<file path="src/rtl/regfile_writeback_if.sv">
// Purpose: bundle of the writeback block's pipeline, long-latency, reservation and
// register-file write signals.
//   slave  : the writeback block (takes results, drives the register-file write port)
//   master : the environment (pipeline, LU, issue logic)
interface regfile_writeback_if #(
   parameter int unsigned DEPTH = 4
);
   localparam int unsigned CW = $clog2(DEPTH) + 1;

   logic          wb_valid;
   logic [4:0]    wb_rd;
   logic [31:0]   wb_data;
   logic          wb_stall;
   logic          lu_valid;
   logic          lu_ready;
   logic [4:0]    lu_rd;
   logic [31:0]   lu_data;
   logic          rsv_valid;
   logic [4:0]    rsv_rd;
   logic [4:0]    rs1;
   logic [4:0]    rs2;
   logic          busy_rs1;
   logic          busy_rs2;
   logic [4:0]    rf_rd;
   logic [31:0]   rf_data;
   logic          rf_we;
   logic [CW-1:0] fifo_cnt;

   modport slave (
      input  wb_valid, wb_rd, wb_data, lu_valid, lu_rd, lu_data,
             rsv_valid, rsv_rd, rs1, rs2,
      output wb_stall, lu_ready, busy_rs1, busy_rs2, rf_rd, rf_data, rf_we, fifo_cnt
   );

   modport master (
      output wb_valid, wb_rd, wb_data, lu_valid, lu_rd, lu_data,
             rsv_valid, rsv_rd, rs1, rs2,
      input  wb_stall, lu_ready, busy_rs1, busy_rs2, rf_rd, rf_data, rf_we, fifo_cnt
   );
endinterface

</file>
<file path="src/rtl/regfile_writeback.sv">
// Purpose: owns the single register-file write port. Pipeline WB results have
// priority; long-latency (LU) results queue in a FIFO and drain into free slots,
// with a forced drain slot after STARVE_MAX consecutive lost cycles. Tracks busy
// destinations of outstanding LU ops for issue-stage RAW/WAW stalls.
// Ports: clk, rst_n (async active-low), bus (regfile_writeback_if.slave):
//   wb_*  pipeline result + registered wb_stall; lu_* LU result + lu_ready;
//   rsv_* reservation; rs1/rs2 -> busy_rs1/busy_rs2 (combinational);
//   rf_rd/rf_data/rf_we registered write port; fifo_cnt occupancy.
module regfile_writeback #(
   parameter int unsigned DEPTH      = 4,
   parameter int unsigned STARVE_MAX = 8
) (
   input logic               clk,
   input logic               rst_n,
   regfile_writeback_if.slave bus
);
   localparam int unsigned AW = $clog2(DEPTH);
   localparam int unsigned CW = AW + 1;
   localparam int unsigned SW = $clog2(STARVE_MAX) + 1;

   localparam logic [1:0] IDLE  = 2'd0;
   localparam logic [1:0] DRAIN = 2'd1;
   localparam logic [1:0] FORCE = 2'd2;

   logic [1:0]    state, state_next;
   logic [SW-1:0] starve, starve_next;
   logic [CW-1:0] cnt, cnt_next;
   logic [AW-1:0] rd_ptr, wr_ptr;
   logic [31:0]   busy, busy_next;
   logic [4:0]    mem_rd   [DEPTH];
   logic [31:0]   mem_data [DEPTH];

   logic wb_win, fifo_ne, pop, lost, push;
   logic [4:0]  head_rd;
   logic [31:0] head_data;

   // Arbitration: a real WB write wins; otherwise the FIFO head takes the slot.
   // During FORCE wb_stall blocks WB, so the head pops unconditionally.
   always_comb begin
      wb_win    = bus.wb_valid && !bus.wb_stall && (bus.wb_rd != 5'd0);
      fifo_ne   = (cnt != '0);
      pop       = fifo_ne && !wb_win;
      lost      = fifo_ne && wb_win;
      push      = bus.lu_valid && bus.lu_ready && (bus.lu_rd != 5'd0);
      head_rd   = mem_rd[rd_ptr];
      head_data = mem_data[rd_ptr];
      cnt_next  = cnt;
      if (push && !pop)      cnt_next = cnt + CW'(1);
      else if (pop && !push) cnt_next = cnt - CW'(1);
   end

   assign bus.lu_ready = (cnt < CW'(DEPTH));
   assign bus.fifo_cnt = cnt;
   assign bus.busy_rs1 = busy[bus.rs1] && (bus.rs1 != 5'd0);
   assign bus.busy_rs2 = busy[bus.rs2] && (bus.rs2 != 5'd0);

   // Next state and starvation counter.
   always_comb begin
      state_next  = state;
      starve_next = starve;
      case (state)
         IDLE: begin
            if (cnt_next != '0) state_next = DRAIN;
         end
         DRAIN: begin
            if (pop)       starve_next = '0;
            else if (lost) starve_next = starve + SW'(1);
            if (cnt_next == '0) begin
               state_next = IDLE;
            end else if (lost && starve == SW'(STARVE_MAX - 1)) begin
               state_next  = FORCE;
               starve_next = '0;
            end
         end
         FORCE: begin
            starve_next = '0;
            state_next  = (cnt_next != '0) ? DRAIN : IDLE;
         end
         default: begin
            state_next  = IDLE;
            starve_next = '0;
         end
      endcase
   end

   // Busy scoreboard: pop clears, reservation sets (set wins), r0 never busy.
   always_comb begin
      busy_next = busy;
      if (pop) busy_next[head_rd] = 1'b0;
      if (bus.rsv_valid && bus.rsv_rd != 5'd0) busy_next[bus.rsv_rd] = 1'b1;
      busy_next[0] = 1'b0;
   end

   always_ff @(posedge clk or negedge rst_n) begin
      if (!rst_n) begin
         state        <= IDLE;
         starve       <= '0;
         cnt          <= '0;
         rd_ptr       <= '0;
         wr_ptr       <= '0;
         busy         <= '0;
         bus.wb_stall <= 1'b0;
         bus.rf_we    <= 1'b0;
         bus.rf_rd    <= 5'd0;
         bus.rf_data  <= 32'd0;
      end else begin
         state        <= state_next;
         starve       <= starve_next;
         cnt          <= cnt_next;
         busy         <= busy_next;
         bus.wb_stall <= (state_next == FORCE);
         if (push) wr_ptr <= wr_ptr + AW'(1);
         if (pop)  rd_ptr <= rd_ptr + AW'(1);
         if (wb_win) begin
            bus.rf_we   <= 1'b1;
            bus.rf_rd   <= bus.wb_rd;
            bus.rf_data <= bus.wb_data;
         end else if (pop) begin
            bus.rf_we   <= 1'b1;
            bus.rf_rd   <= head_rd;
            bus.rf_data <= head_data;
         end else begin
            bus.rf_we   <= 1'b0;
         end
      end
   end

   // FIFO storage needs no reset; occupancy and pointers guard it.
   always_ff @(posedge clk) begin
      if (push) begin
         mem_rd[wr_ptr]   <= bus.lu_rd;
         mem_data[wr_ptr] <= bus.lu_data;
      end
   end
endmodule
</file>
<file path="src/flat_wrapper.sv">
// flat-port wrapper written by rule: the top's interface ports become plain ports
module regfile_writeback_flat 
#(
   parameter int unsigned DEPTH      = 4,
   parameter int unsigned STARVE_MAX = 8
)
  (clk, rst_n, bus_wb_valid, bus_wb_rd, bus_wb_data, bus_lu_valid, bus_lu_rd, bus_lu_data, bus_rsv_valid, bus_rsv_rd, bus_rs1, bus_rs2, bus_wb_stall, bus_lu_ready, bus_busy_rs1, bus_busy_rs2, bus_rf_rd, bus_rf_data, bus_rf_we, bus_fifo_cnt);
  regfile_writeback_if #(.DEPTH(DEPTH)) bus_i ();
  input logic clk;
  input logic rst_n;
  input wire logic [$bits(bus_i.wb_valid)-1:0] bus_wb_valid;
  input wire logic [$bits(bus_i.wb_rd)-1:0] bus_wb_rd;
  input wire logic [$bits(bus_i.wb_data)-1:0] bus_wb_data;
  input wire logic [$bits(bus_i.lu_valid)-1:0] bus_lu_valid;
  input wire logic [$bits(bus_i.lu_rd)-1:0] bus_lu_rd;
  input wire logic [$bits(bus_i.lu_data)-1:0] bus_lu_data;
  input wire logic [$bits(bus_i.rsv_valid)-1:0] bus_rsv_valid;
  input wire logic [$bits(bus_i.rsv_rd)-1:0] bus_rsv_rd;
  input wire logic [$bits(bus_i.rs1)-1:0] bus_rs1;
  input wire logic [$bits(bus_i.rs2)-1:0] bus_rs2;
  output wire logic [$bits(bus_i.wb_stall)-1:0] bus_wb_stall;
  output wire logic [$bits(bus_i.lu_ready)-1:0] bus_lu_ready;
  output wire logic [$bits(bus_i.busy_rs1)-1:0] bus_busy_rs1;
  output wire logic [$bits(bus_i.busy_rs2)-1:0] bus_busy_rs2;
  output wire logic [$bits(bus_i.rf_rd)-1:0] bus_rf_rd;
  output wire logic [$bits(bus_i.rf_data)-1:0] bus_rf_data;
  output wire logic [$bits(bus_i.rf_we)-1:0] bus_rf_we;
  output wire logic [$bits(bus_i.fifo_cnt)-1:0] bus_fifo_cnt;
  assign bus_i.wb_valid = bus_wb_valid;
  assign bus_i.wb_rd = bus_wb_rd;
  assign bus_i.wb_data = bus_wb_data;
  assign bus_i.lu_valid = bus_lu_valid;
  assign bus_i.lu_rd = bus_lu_rd;
  assign bus_i.lu_data = bus_lu_data;
  assign bus_i.rsv_valid = bus_rsv_valid;
  assign bus_i.rsv_rd = bus_rsv_rd;
  assign bus_i.rs1 = bus_rs1;
  assign bus_i.rs2 = bus_rs2;
  assign bus_wb_stall = bus_i.wb_stall;
  assign bus_lu_ready = bus_i.lu_ready;
  assign bus_busy_rs1 = bus_i.busy_rs1;
  assign bus_busy_rs2 = bus_i.busy_rs2;
  assign bus_rf_rd = bus_i.rf_rd;
  assign bus_rf_data = bus_i.rf_data;
  assign bus_rf_we = bus_i.rf_we;
  assign bus_fifo_cnt = bus_i.fifo_cnt;
  regfile_writeback #(.DEPTH(DEPTH), .STARVE_MAX(STARVE_MAX)) u_core (.clk(clk), .rst_n(rst_n), .bus(bus_i));
endmodule
</file>
<file path="config.mk">
export PLATFORM = sky130hd
export DESIGN_NAME = regfile_writeback_flat
export DESIGN_NICKNAME = d
export VERILOG_FILES = /design/src/rtl/regfile_writeback_if.sv /design/src/rtl/regfile_writeback.sv /design/src/flat_wrapper.sv
export SDC_FILE = /design/constraint.sdc
export NUM_CORES = 1
export LEC_CHECK = 0
export CAP_MARGIN = 15
export CORE_MARGIN = 4
export CORE_UTILIZATION = 49
export CTS_CLUSTER_DIAMETER = 80
export DETAILED_ROUTE_END_ITERATION = 8
export PLACE_DENSITY = 0.8
export SYNTH_ARGS = -nofsm -noshare
export SYNTH_HDL_FRONTEND = slang
export SYNTH_SLANG_ARGS = --single-unit
</file>
<file path="constraint.sdc">
create_clock -name clk -period 2.4 [get_ports clk]
set_input_delay 0.24 -clock clk [delete_from_list [all_inputs] [get_ports clk]]
set_output_delay 0.24 -clock clk [all_outputs]
set_load 0.01 [all_outputs]
</file>
# After elaboration in Yosys (flattened, before gate mapping)

Memories as Yosys holds them, arrays and structs flattened.
Cells that the tools add are included.

Output and inout bits: 45
Flip-flop bits (word level): 83
Memories kept: 2
RAM bits: 148
Bits of input ports: 94

Muxes and demuxes: 30
Magnitude comparators: 7
Reductions and logical operators: 28
Bitwise operators: 3
Add/sub/neg operators: 5
Equal/unequal tests: 4

Memory list:

| memory          | words | width | read ports | clocked after Yosys merged registers in | wr ports | RTL line                | RTL |
|---|---|---|---|---|---|---|---|
| u_core.mem_data | 4     | 32    | 1          | 0                                       | 1        | regfile_writeback.sv:31 | `logic [31:0] mem_data [DEPTH];` |
| u_core.mem_rd   | 4     | 5     | 1          | 0                                       | 1        | regfile_writeback.sv:30 | `logic [4:0] mem_rd [DEPTH];` |

Operator list:

| operator                                                                            | count |
|---|---|
| 32-bit two-way mux                                                                  | 4 |
| 32-bit bitwise AND                                                                  | 1 |
| 32-bit inverter                                                                     | 1 |
| 32-bit bitwise OR                                                                   | 1 |
| 5-bit nonzero test                                                                  | 5 |
| 5-bit by 6-bit less-than comparator with 1-bit output, second input constant        | 4 |
| 4-bit two-way mux                                                                   | 4 |
| 1-bit logical AND                                                                   | 14 |
| 1-bit binary-select mux with 5-bit select                                           | 2 |
| 1-bit demux with 5-bit select                                                       | 2 |
| 5-bit by 1-bit greater-or-equal comparator with 1-bit output, second input constant | 2 |
| 5-bit two-way mux                                                                   | 2 |
| 1-bit two-way mux                                                                   | 9 |
| 4-bit case mux with 2 select lines                                                  | 1 |
| 2-bit two-way mux                                                                   | 3 |
| 3-bit two-way mux                                                                   | 2 |
| 2-bit case mux with 3 select lines                                                  | 1 |
| 3-bit nonzero test                                                                  | 2 |
| 2-bit by 1-bit adder with 2-bit output, second input constant                       | 2 |
| 4-bit by 1-bit adder with 4-bit output, second input constant                       | 1 |
| 2-bit == test, second input constant                                                | 2 |
| 4-bit by 3-bit == test with 1-bit output, second input constant                     | 1 |
| 1-bit zero test                                                                     | 4 |
| 3-bit by 1-bit adder with 3-bit output, second input constant                       | 1 |
| other kinds (6)                                                                     | 6 |

# Depth between registers and ports, before layout

Gate-level depths: netlist of the first run.

Depth after elaboration: 12
Depth in mapped cells: 9
Mapped depth without buffers: 7

# Least setup slack after synthesis of the first run

OpenSTA, ideal clock, no wires.

Path kind: register to register
From: reg u_core.cnt[2] (netlist: u_core.bus.fifo_cnt[2])
To: mem u_core.mem_data[2][0], enable pin
Setup time: 0.398 ns
Data arrival time: 1.985 ns
Slack: 0.017 ns
Stages on the path, launching flop included: 5
Data required time: 2.002 ns
Buffers on the path: 1
Path through: dfrtp_1 inv_1 o311a_1 clkbuf_1 and2_1

Longest elaborated chain between the ends: 5

Ends and longest elaborated chain:

| item                                    | RTL line                 | RTL |
|---|---|---|
| start: declaration                      | regfile_writeback.sv:27  | `logic [CW-1:0] cnt, cnt_next;` |
| start signal: assignment                | regfile_writeback.sv:109 | `cnt <= cnt_next;` |
| 3-bit less-than comparator              | regfile_writeback.sv:52  | `assign bus.lu_ready = (cnt < CW'(DEPTH));` |
| named net bus_lu_ready                  | flat_wrapper.sv:22       | `output wire logic [$bits(bus_i.lu_ready)-1:0] bus_lu_ready;` |
| 1-bit logical AND (2 in a row)          | regfile_writeback.sv:44  | `push = bus.lu_valid && bus.lu_ready && (bus.lu_rd != 5'd0);` |
| 1-bit two-way mux                       | regfile_writeback.sv:130 | `if (push) begin` |
| 1-bit two-way mux (implied by the code) | regfile_writeback.sv:132 | `mem_data[wr_ptr] <= bus.lu_data;` |
| end: declaration                        | regfile_writeback.sv:31  |  |

The timed path passes the listed nets, and every way through them passes these cells.

# Final worst setup path of the first run

From: reg u_core.busy[9]
To: out bus_busy_rs1

Longest elaborated chain between the ends: 3

Ends and longest elaborated chain:

| item                                      | RTL line                 | RTL |
|---|---|---|
| start: declaration                        | regfile_writeback.sv:29  | `logic [31:0] busy, busy_next;` |
| start signal: assignment                  | regfile_writeback.sv:110 | `busy <= busy_next;` |
| 1-bit binary-select mux with 5-bit select | regfile_writeback.sv:54  | `assign bus.busy_rs1 = busy[bus.rs1] && (bus.rs1 != 5'd0);` |
| 1-bit two-way mux (implied by the code)   | regfile_writeback.sv:54  |  |
| 1-bit logical AND                         | regfile_writeback.sv:54  |  |
| end: declaration                          | flat_wrapper.sv:23       | `output wire logic [$bits(bus_i.busy_rs1)-1:0] bus_busy_rs1;` |

No other way between the ends. The select of a mux whose other input is x is not followed.

==> results of run 1 <==
## layer usage
layer | vias up | GRT usage | wire [um]
li1 | 2727 | - | -
met1 | 3066 | 0.273 | 8920
met2 | 264 | 0.354 | 11500
met3 | 35 | 0.0488 | 1820
met4 | 0 | 0.0545 | 423
met5 | - | 0 | 0
## synthesized netlist by cell type, drive strengths merged (4+ instances only)
library cell  count  share of area
buf               6         0.0036
edfxtp          148           0.46
o21ai           106          0.055
a21oi             5         0.0026
nand3b            9         0.0070
mux2              4         0.0047
clkbuf           20         0.0078
or3               4         0.0031
nor2b             4         0.0026
nand3             7         0.0036
mux4             55           0.13
inv               9         0.0035
ha                8          0.010
nand2            58          0.022
mux2i            37          0.038
dfrtp            83           0.21
nand2b            5         0.0032
nor2              8         0.0031
and2              4         0.0026
## cell families after synthesis
family / share of synthesized area
fa+ha+maj: 0.0103
compound gates: 0.0695
simple gates: 0.0572
flops: 0.674
buf+inv: 0.0149
mux: 0.171
xor+xnor: 0.00362
## stage by stage
step / area [sq um] / cells / hold slack [ns] / setup WS [ns]
final: 12500 / 1074 / 0.287 / -0.120
after global routing: 12500 / 1074 / 0.268 / -0.168
after CTS: 12500 / 1073 / 0.273 / -0.140
after detailed placement: 11700 / 1028 / 0.308 / -0.495
after global placement: 11700 / 1028 / 0.285 / -0.466
after floorplan: 9680 / 610 / -0.0556 / 0.0171
## report_power, final
part	internal [mW]	total, mW	switching, mW
Sequential	5.22	5.81	0.590
Clock	2.29	3.74	1.45
Combinational	2.37	4.56	2.19
Total	9.88	14.1	4.22
## registers in the layout, indices dropped and copies added (netlist names)
name and count:
u_core.rd_ptr 2, u_core.bus.fifo_cnt 3, u_core.starve 4, u_core.bus.rf_data 32
u_core.state 2, u_core.bus.rf_we 1, u_core.bus.rf_rd 5, u_core.wr_ptr 2
u_core.bus.wb_stall 1, u_core.mem_data 128, u_core.busy 31, u_core.mem_rd 20
## cell usage in the layout (no fill, tap or decap), drive strengths merged, types with 5 or more instances in the layout
cell             n
mux4            55
nor2             8
inv             10
nand3            7
a21oi            5
dfrtp           83
mux2i           37
clkbuf          30
clkdlybuf4s50  133
o21ai          106
nand2           58
buf             47
nand3b           9
nand2b           5
edfxtp         148
ha               8
clkinv           5
## worst max-delay path, cell delays in order, from the launching register on
cell	delay (ns)
dfrtp_1	0.42
mux4_2	0.47
mux4_2	0.49
mux2_4	0.29
buf_6	0.12
## path summary, 6_finish.rpt
check                                             start                            endpoint  slack (ns)  cells past startpoint
setup / recovery               u_core.busy[9]$_DFF_PN0_                        bus_busy_rs1       -0.12                      4
hold / removal                          bus_wb_data[21]  u_core.bus.rf_data[21]$_DFFE_PN0P_        0.29                      3
setup reg to reg           u_core.rd_ptr[0]$_DFFE_PN0N_           u_core.busy[12]$_DFF_PN0_        0.13                      4
hold reg to reg            u_core.starve[3]$_DFFE_PN0P_        u_core.starve[3]$_DFFE_PN0P_        0.50                      2
max in group asynchronous                         rst_n    u_core.bus.fifo_cnt[2]$_DFF_PN0_        1.46                      3
min in group asynchronous                         rst_n           u_core.busy[17]$_DFF_PN0_        0.31                      2
## repair_timing
action                                 in CTS  in global routing
gates resized for setup                    14                  1
setup endpoints to repair                   2                  4
endpoints found under the hold margin      44                  0
setup buffers                               2                  1
hold buffers                                1                  0
gates cloned                                0                  0
## area by class of cell
cell class              count  area, sq um  area share
clock buffers              30          632      0.0504
clock inverters            12          168      0.0134
inverters                   9         33.8     0.00269
multi-input cells         344         3040       0.242
flip-flops and latches    231         6520       0.520
well taps                 265          332      0.0264
repair buffers            183         1810       0.144
==> results.json, run 1 <==
{
  "grt_pass1_vias": 6689,
  "grt_pass1_wl_mm": 36.2,
  "violations": "setup timing",
  "ir_drop_uv": 722,
  "routed-via-count": 6092,
  "drc": 0,
  "die_w_um": 149,
  "viasPerCell": 5.67,
  "finalPower_mw": 14.1,
  "grt_max_degree": 52,
  "rsz0062_at_grt": "true",
  "coreArea_sq_um": 19500,
  "cts_tree": "done",
  "antenna_found_initial": 0,
  "setup_viol": 2,
  "ys_warn_count": 0,
  "die_y_um": 149,
  "powerDensity_nw_per_um2": 1130,
  "finalWorstSetupSlack_ns": -0.120,
  "gp_congestion": 0.882,
  "cts_sinks": 231,
  "io_pins": 139,
  "syn_area_sq_um": 9680,
  "tns_ns": -0.219,
  "drt_iter0_drc": 493,
  "path_class": "reg2out",
  "ys_async_sr_fraction": 0.359,
  "path_clk_slew_ns": 0.06,
  "die-area_sq_um": 22100,
  "crit_path_start_kind": "flip-flop",
  "h-tree-depth": 1,
  "root_buffer": "clkbuf_16",
  "maxSlewViolCount": 0,
  "drive_gt1_frac": 0.195,
  "timing.fmax_ghz": 0.397,
  "synth.net_count": 712,
  "cap_violations": 0,
  "p_leak_nw": 4.50,
  "synth_edf_count": 148,
  "n_antenna_cell": 0,
  "wl_mm": 22.6,
  "synth_seq_cells": 231,
  "synthCells": 610,
  "period_needed_ns": 2.52,
  "wl_per_cell_um": 21.1,
  "max_slew_margin": 0.542,
  "path_max_fanout": 3,
  "grt.total_usage": 0.208,
  "cp.arrival_ns": 2.28,
  "end_kind": "output port",
  "holdCritPathClass": "in2reg",
  "run_status": "finished with violations",
  "syn_to_final_growth_pct": 29.5,
  "finClkSkew_ns": 0.0122,
  "final_util": 0.644,
  "fin_crit_sh": 1.05,
  "worstMarginPinSlew_ns": 0.687,
  "seq_area_frac_synth": 0.674,
  "drtAntennaViolNets": 0,
  "start_util": 0.497,
  "nFillCells": 1387,
  "cp.required_ns": 2.16,
  "ys.flop_type": "edfxtp_1",
  "fin_nets": 894,
  "clock_latency_ns": 0.51,
  "hpwl_mm": 15.2,
  "rows": 51,
  "cts_buffers": 23,
  "io_buffers": 138,
  "yosysUniqueCellTypes": 44,
  "grt-ovfl-total": 0,
  "hold_viol": 0,
  "clockBufferDepth": 3,
  "avgSynthCellArea_sq_um": 15.9,
  "first_pass_iters": 5
}
(Power assumes the default switching activity.)
==> run 2: changes to the inputs <==
- CORE_UTILIZATION: 49 -> 30
- PLACE_DENSITY: 0.8 -> 0.55
==> run 2 against run 1 <==
  * The flow still finishes with violations (setup timing)
  * Total power grew 0.18%
  * First-iteration DRC count shrank 25%
  * Flip-flop and latch count is the same
  * Clock-buffer cell count grew 2
  * Sequential power shrank 0.7%
  * Fmax shrank 0.20%
  * Worst setup slack lost 0.0050 ns
  * Hold slack lost 0.088 ns
  * Via count shrank 3.0%
  * Routed wire length grew 0.51%
  * Clock power grew 1%
  * Largest cell class unchanged
==> results.json, run 2 (synthesis gave the netlist of run 1 again) <==
{
  "startpoint": "bus_rs2[0]",
  "drtAntennaViolNets": 0,
  "clock_latency_ns": 0.52,
  "crit_path_start_kind": "input port",
  "place_area_sq_um": 12000,
  "rrSetupSlack_ns": 0.26,
  "antenna_found_initial": 2,
  "largest_reg_flops": 128,
  "cp.arrival_ns": 2.28,
  "rows": 65,
  "cts_tree": "done",
  "die_y_um": 188,
  "routed-via-count": 5910,
  "io_pins": 139,
  "drt_iter0_drc": 368,
  "layout_common_cells": "edfxtp_1 (148), clkdlybuf4s50_1 (134), o21ai_0 (105)",
  "maxSlewViolCount": 0,
  "largestRegisters": "u_core.mem_data x128, u_core.bus.rf_data x32, u_core.busy x31",
  "multiInputGateArea_sq_um": 3040,
  "wl_mm": 22.8,
  "finalPower_mw": 14.1,
  "grt_pass1_vias": 6279,
  "fin_nets": 905,
  "run_status": "finished with violations",
  "grt_pass1_wl_mm": 35.9,
  "rsz0062_at_grt": "true",
  "max_slew_margin": 0.588,
  "worstMarginPinSlew_ns": 0.619,
  "timing.fmax_ghz": 0.396,
  "fin_cells": 1225,
  "pre_cts_slack_ns": -0.497,
  "h-tree-depth": 1,
  "grt-ovfl-total": 0,
  "grt_max_degree": 59,
  "final_common_cell": "edfxtp_1",
  "syn_to_final_growth_pct": 32.8,
  "holdCritPathClass": "in2async",
  "postCtsSetupBuffers": 0,
  "finalWorstSetupSlack_ns": -0.125,
  "fin_crit_sh": 1.05,
  "wl_per_cell_um": 18.6,
  "r2r-start": "u_core.rd_ptr[0]$_DFFE_PN0N_",
  "grt.total_usage": 0.127,
  "regArea_sq_um": 6520,
  "final_util": 0.405,
  "cp.required_ns": 2.16,
  "start_util": 0.305,
  "violations": "setup timing",
  "clockBufferDepth": 3,
  "path_class": "in2out",
  "first_pass_iters": 4,
  "drc": 0,
  "drive_gt1_frac": 0.204,
  "die_w_um": 188,
  "p_leak_nw": 4.57,
  "cts_buffers": 27,
  "end_kind": "output port",
  "fin_area_sq_um": 12900,
  "coreArea_sq_um": 31700,
  "r2r_cells": 5,
  "period_needed_ns": 2.52,
  "hold_viol": 0,
  "gp_congestion": 0.813,
  "cap_violations": 0,
  "root_buffer": "clkbuf_16",
  "largest-register": "u_core.mem_data",
  "powerDensity_nw_per_um2": 1100,
  "hpwl_mm": 15.3,
  "viasPerCell": 4.82,
  "n_antenna_cell": 0,
  "path_clk_slew_ns": 0.06,
  "setup_viol": 2,
  "r2r-end": "u_core.busy[16]$_DFF_PN0_",
  "path_max_fanout": 9,
  "cts_sinks": 231,
  "die-area_sq_um": 35200,
  "io_buffers": 138,
  "ir_drop_uv": 484,
  "nFillCells": 2911,
  "placed_cells": 1174,
  "finClkSkew_ns": 0.0117
}
run 2: power breakdown:
group	switching [mW]	internal (mW)	total (mW)
clock	1.58	2.21	3.79
combinational	2.14	2.44	4.58
sequential	0.549	5.22	5.77
total	4.27	9.86	14.1
run 2: critical path, cell delays in order:
cell and delay, ns:
clkdlybuf4s50_1 0.51, buf_12 0.15, mux4_2 0.49, mux4_2 0.49, mux2_4 0.29, buf_6 0.12
run 2: worst max path at each step:
stage | slack [ns] | endpoint | cells after the start
3_5_place_dp | -0.50 | bus_busy_rs1 | 6
3_3_place_gp | -0.47 | bus_busy_rs2 | 6
2_1_floorplan | 0.02 | u_core.mem_data[2][0]$_DFFE_PP_ | 4
6_report | -0.12 | bus_busy_rs2 | 6
4_1_cts | -0.16 | bus_busy_rs1 | 4
5_1_grt | -0.18 | bus_busy_rs2 | 4
run 2: timing repair:
| action | 4_1_cts | 5_1_grt |
|---|---|---|
| pin swaps | 0 | 0 |
| hold buffers | 1 | 0 |
| gates cloned | 0 | 1 |
| endpoints found under the hold margin | 29 | 0 |
| setup endpoints to repair | 2 | 2 |
| gates resized for setup | 11 | 2 |
run 2: metrics by stage:
stage          setup TNS, ns  hold WS, ns
2_1_floorplan              0      -0.0556
3_3_place_gp           -2.59        0.220
3_5_place_dp           -2.97        0.222
4_1_cts               -0.321        0.195
5_1_grt               -0.367        0.246
6_report              -0.244        0.199
run 2: area by class of cell:
class | instances | area share
well taps | 402 | 0.0391
inverters | 9 | 0.00263
flip-flops and latches | 231 | 0.507
repair buffers | 190 | 0.150
clock inverters | 17 | 0.00983
clock buffers | 32 | 0.0548
multi-input cells | 344 | 0.236
run 2: metal layers:
metal / vias to the layer above / GRT usage / share of wire
li1: 2759 / - / -
met1: 2951 / 0.173 / 0.44
met2: 164 / 0.205 / 0.48
met3: 32 / 0.0344 / 0.068
met4: 4 / 0.0288 / 0.014
met5: - / 0 / 0.0012
==> run 3: changes to the inputs <==
- clock period: 2.4 -> 2.25 ns (I/O delays scaled with it)
==> run 3 against run 2 <==
  * The flow still finishes with violations (setup timing)
  * Clock skew is 0.0012 ns higher
  * Routed wire length is 2.6% higher
  * Clock power is 11% higher
  * Final area is 0.20% higher
  * Critical path depth is 2 lower
  * Sequential power is 5.9% higher
  * Hold slack worse by 0.098 ns
  * Via count is 0.69% higher
  * First-iteration DRC count is 6.8% lower
  * Worst setup slack worse by 0.15 ns
  * Clock-buffer cell count is 1 higher
  * Total power is 8.6% higher
  * Critical endpoint unchanged
  * Highest routed layer unchanged
==> results.json, run 3 (synthesis gave the netlist of run 1 again) <==
{
  "maxSlewViolCount": 0,
  "period_needed_ns": 2.53,
  "grt-ovfl-total": 0,
  "finalWorstSetupSlack_ns": -0.279,
  "start_util": 0.305,
  "clockBufferDepth": 3,
  "layout_common_cells": "edfxtp_1 (148), clkdlybuf4s50_1 (135), o21ai_0 (105)",
  "largestRegisters": "u_core.mem_data x128, u_core.bus.rf_data x32, u_core.busy x31",
  "grt_pass1_vias": 6354,
  "final_util": 0.406,
  "worstMarginPinSlew_ns": 0.463,
  "crit_family": "multiplexers",
  "path_class": "reg2out",
  "holdCritPathClass": "in2async",
  "violations": "setup timing",
  "cap_violations": 0,
  "path_cells": "mux4_2 -> mux4_2 -> mux2_4 -> buf_6",
  "largest-register": "u_core.mem_data",
  "p_leak_nw": 4.60,
  "largest_reg_flops": 128,
  "critical_path_buf_inv_count": 1,
  "path_max_fanout": 3,
  "setup_viol": 2,
  "drtAntennaViolNets": 0,
  "drt_iter0_drc": 343,
  "ir_drop_uv": 692,
  "grt_max_degree": 50,
  "max_slew_margin": 0.691,
  "finClkSkew_ns": 0.0129,
  "drive_gt1_frac": 0.211,
  "antenna_found_initial": 3,
  "cp.arrival_ns": 2.30,
  "run_status": "finished with violations",
  "postCtsSetupBuffers": 0,
  "slowest_delay_ns": 0.48,
  "io_pins": 139,
  "grt_pass1_wl_mm": 37.2,
  "cts_sinks": 231,
  "fin_area_sq_um": 12900,
  "die-area_sq_um": 35200,
  "cp.required_ns": 2.03,
  "timing.fmax_ghz": 0.395,
  "startpoint": "u_core.busy[13]$_DFF_PN0_",
  "io_buffers": 138,
  "die_y_um": 188,
  "hold_viol": 0,
  "rows": 65,
  "final_common_cell": "edfxtp_1",
  "gp_congestion": 0.809,
  "place_area_sq_um": 12000,
  "r2r-start": "u_core.rd_ptr[0]$_DFFE_PN0N_",
  "h-tree-depth": 1,
  "die_w_um": 188,
  "cts_buffers": 27,
  "wl_per_cell_um": 18.9,
  "rsz0062_at_grt": "true",
  "cp_common_cell": "mux4_2",
  "root_buffer": "clkbuf_16",
  "viasPerCell": 4.83,
  "hpwl_mm": 16.1,
  "crit_path_start_kind": "flip-flop",
  "powerDensity_nw_per_um2": 1190,
  "wl_mm": 23.4,
  "end_kind": "output port",
  "first_pass_iters": 4,
  "grt.total_usage": 0.132,
  "drc": 0,
  "fin_crit_sh": 1.12,
  "syn_to_final_growth_pct": 33.1,
  "coreArea_sq_um": 31700,
  "routed-via-count": 5951,
  "cpMaxStageDelayCell": "mux4_2",
  "fin_nets": 911,
  "clock_latency_ns": 0.54,
  "path_clk_slew_ns": 0.06,
  "cts_tree": "done"
}
-- run 3: cell types whose count changed in the layout (fill, tap and decap cells not counted), moves of 2 or more --
cell      previous run  this run
buf_12              11         7
buf_4               40        50
clkinv_2             4         6
inv_6                3         0
-- run 3: what timing repair did --
| action | in CTS | in global routing |
|---|---|---|
| hold buffers | 1 | 0 |
| setup endpoints to repair | 3 | 5 |
| cloned | 0 | 0 |
| endpoints found under the hold margin | 83 | 0 |
| resized for setup | 13 | 2 |
-- run 3: where the power goes --
group | switching [mW] | internal (mW)
clock | 1.72 | 2.48
sequential | 0.547 | 5.56
combinational | 2.37 | 2.66
-- run 3: worst reg2reg max path, cell delays in order, from the launching register on --
cell     delay, ns
dfrtp_2       0.41
buf_4         0.19
mux4_2        0.61
or3_1         0.44
o21ai_0       0.19
o21ai_0       0.11
-- run 3: metal layers --
metal / GRT usage / share of wire / vias to the layer above
li1: - / - / 2775
met1: 0.178 / 0.44 / 2979
met2: 0.217 / 0.48 / 161
met3: 0.0367 / 0.061 / 30
met4: 0.0248 / 0.017 / 6
met5: 0 / 0.0015 / -
-- run 3: path summary, 6_finish.rpt --
| kind | to | slack [ns] | depth (start not counted) |
|---|---|---|---|
| max | bus_busy_rs2 | -0.28 | 4 |
| min | u_core.starve[0]$_DFFE_PN0P_ | 0.10 | 2 |
| max reg2reg | u_core.busy[1]$_DFF_PN0_ | 0.16 | 5 |
| min reg2reg | u_core.starve[3]$_DFFE_PN0P_ | 0.50 | 2 |
| max in group asynchronous | u_core.bus.rf_data[27]$_DFFE_PN0P_ | 1.54 | 3 |
| min in group clk | u_core.bus.rf_data[19]$_DFFE_PN0P_ | 0.24 | 3 |
-- run 3: stage by stage --
stage	setup slack (ns)	TNS (ns)	hold slack [ns]	power [mW]	instances
after floorplan	0.0953	0	-0.0706	8.99	610
after global placement	-0.594	-32.60	0.107	11.2	1181
after detailed placement	-0.593	-34.07	0.108	11.3	1181
after CTS	-0.286	-0.564	0.0883	15.6	1232
after global routing	-0.341	-0.682	0.103	16.3	1232
final	-0.279	-0.533	0.101	15.3	1233
-- run 3: layout make-up --
type                       count  area [sq um]
tap                          402           503
fill                        2971         18800
inverter                       9          33.8
sequential                   231          6520
multi-input combinational    344          3050
clock inverter                17           155
clock buffer                  33           708
timing repair buffer         196          1910
antenna                        1          2.50
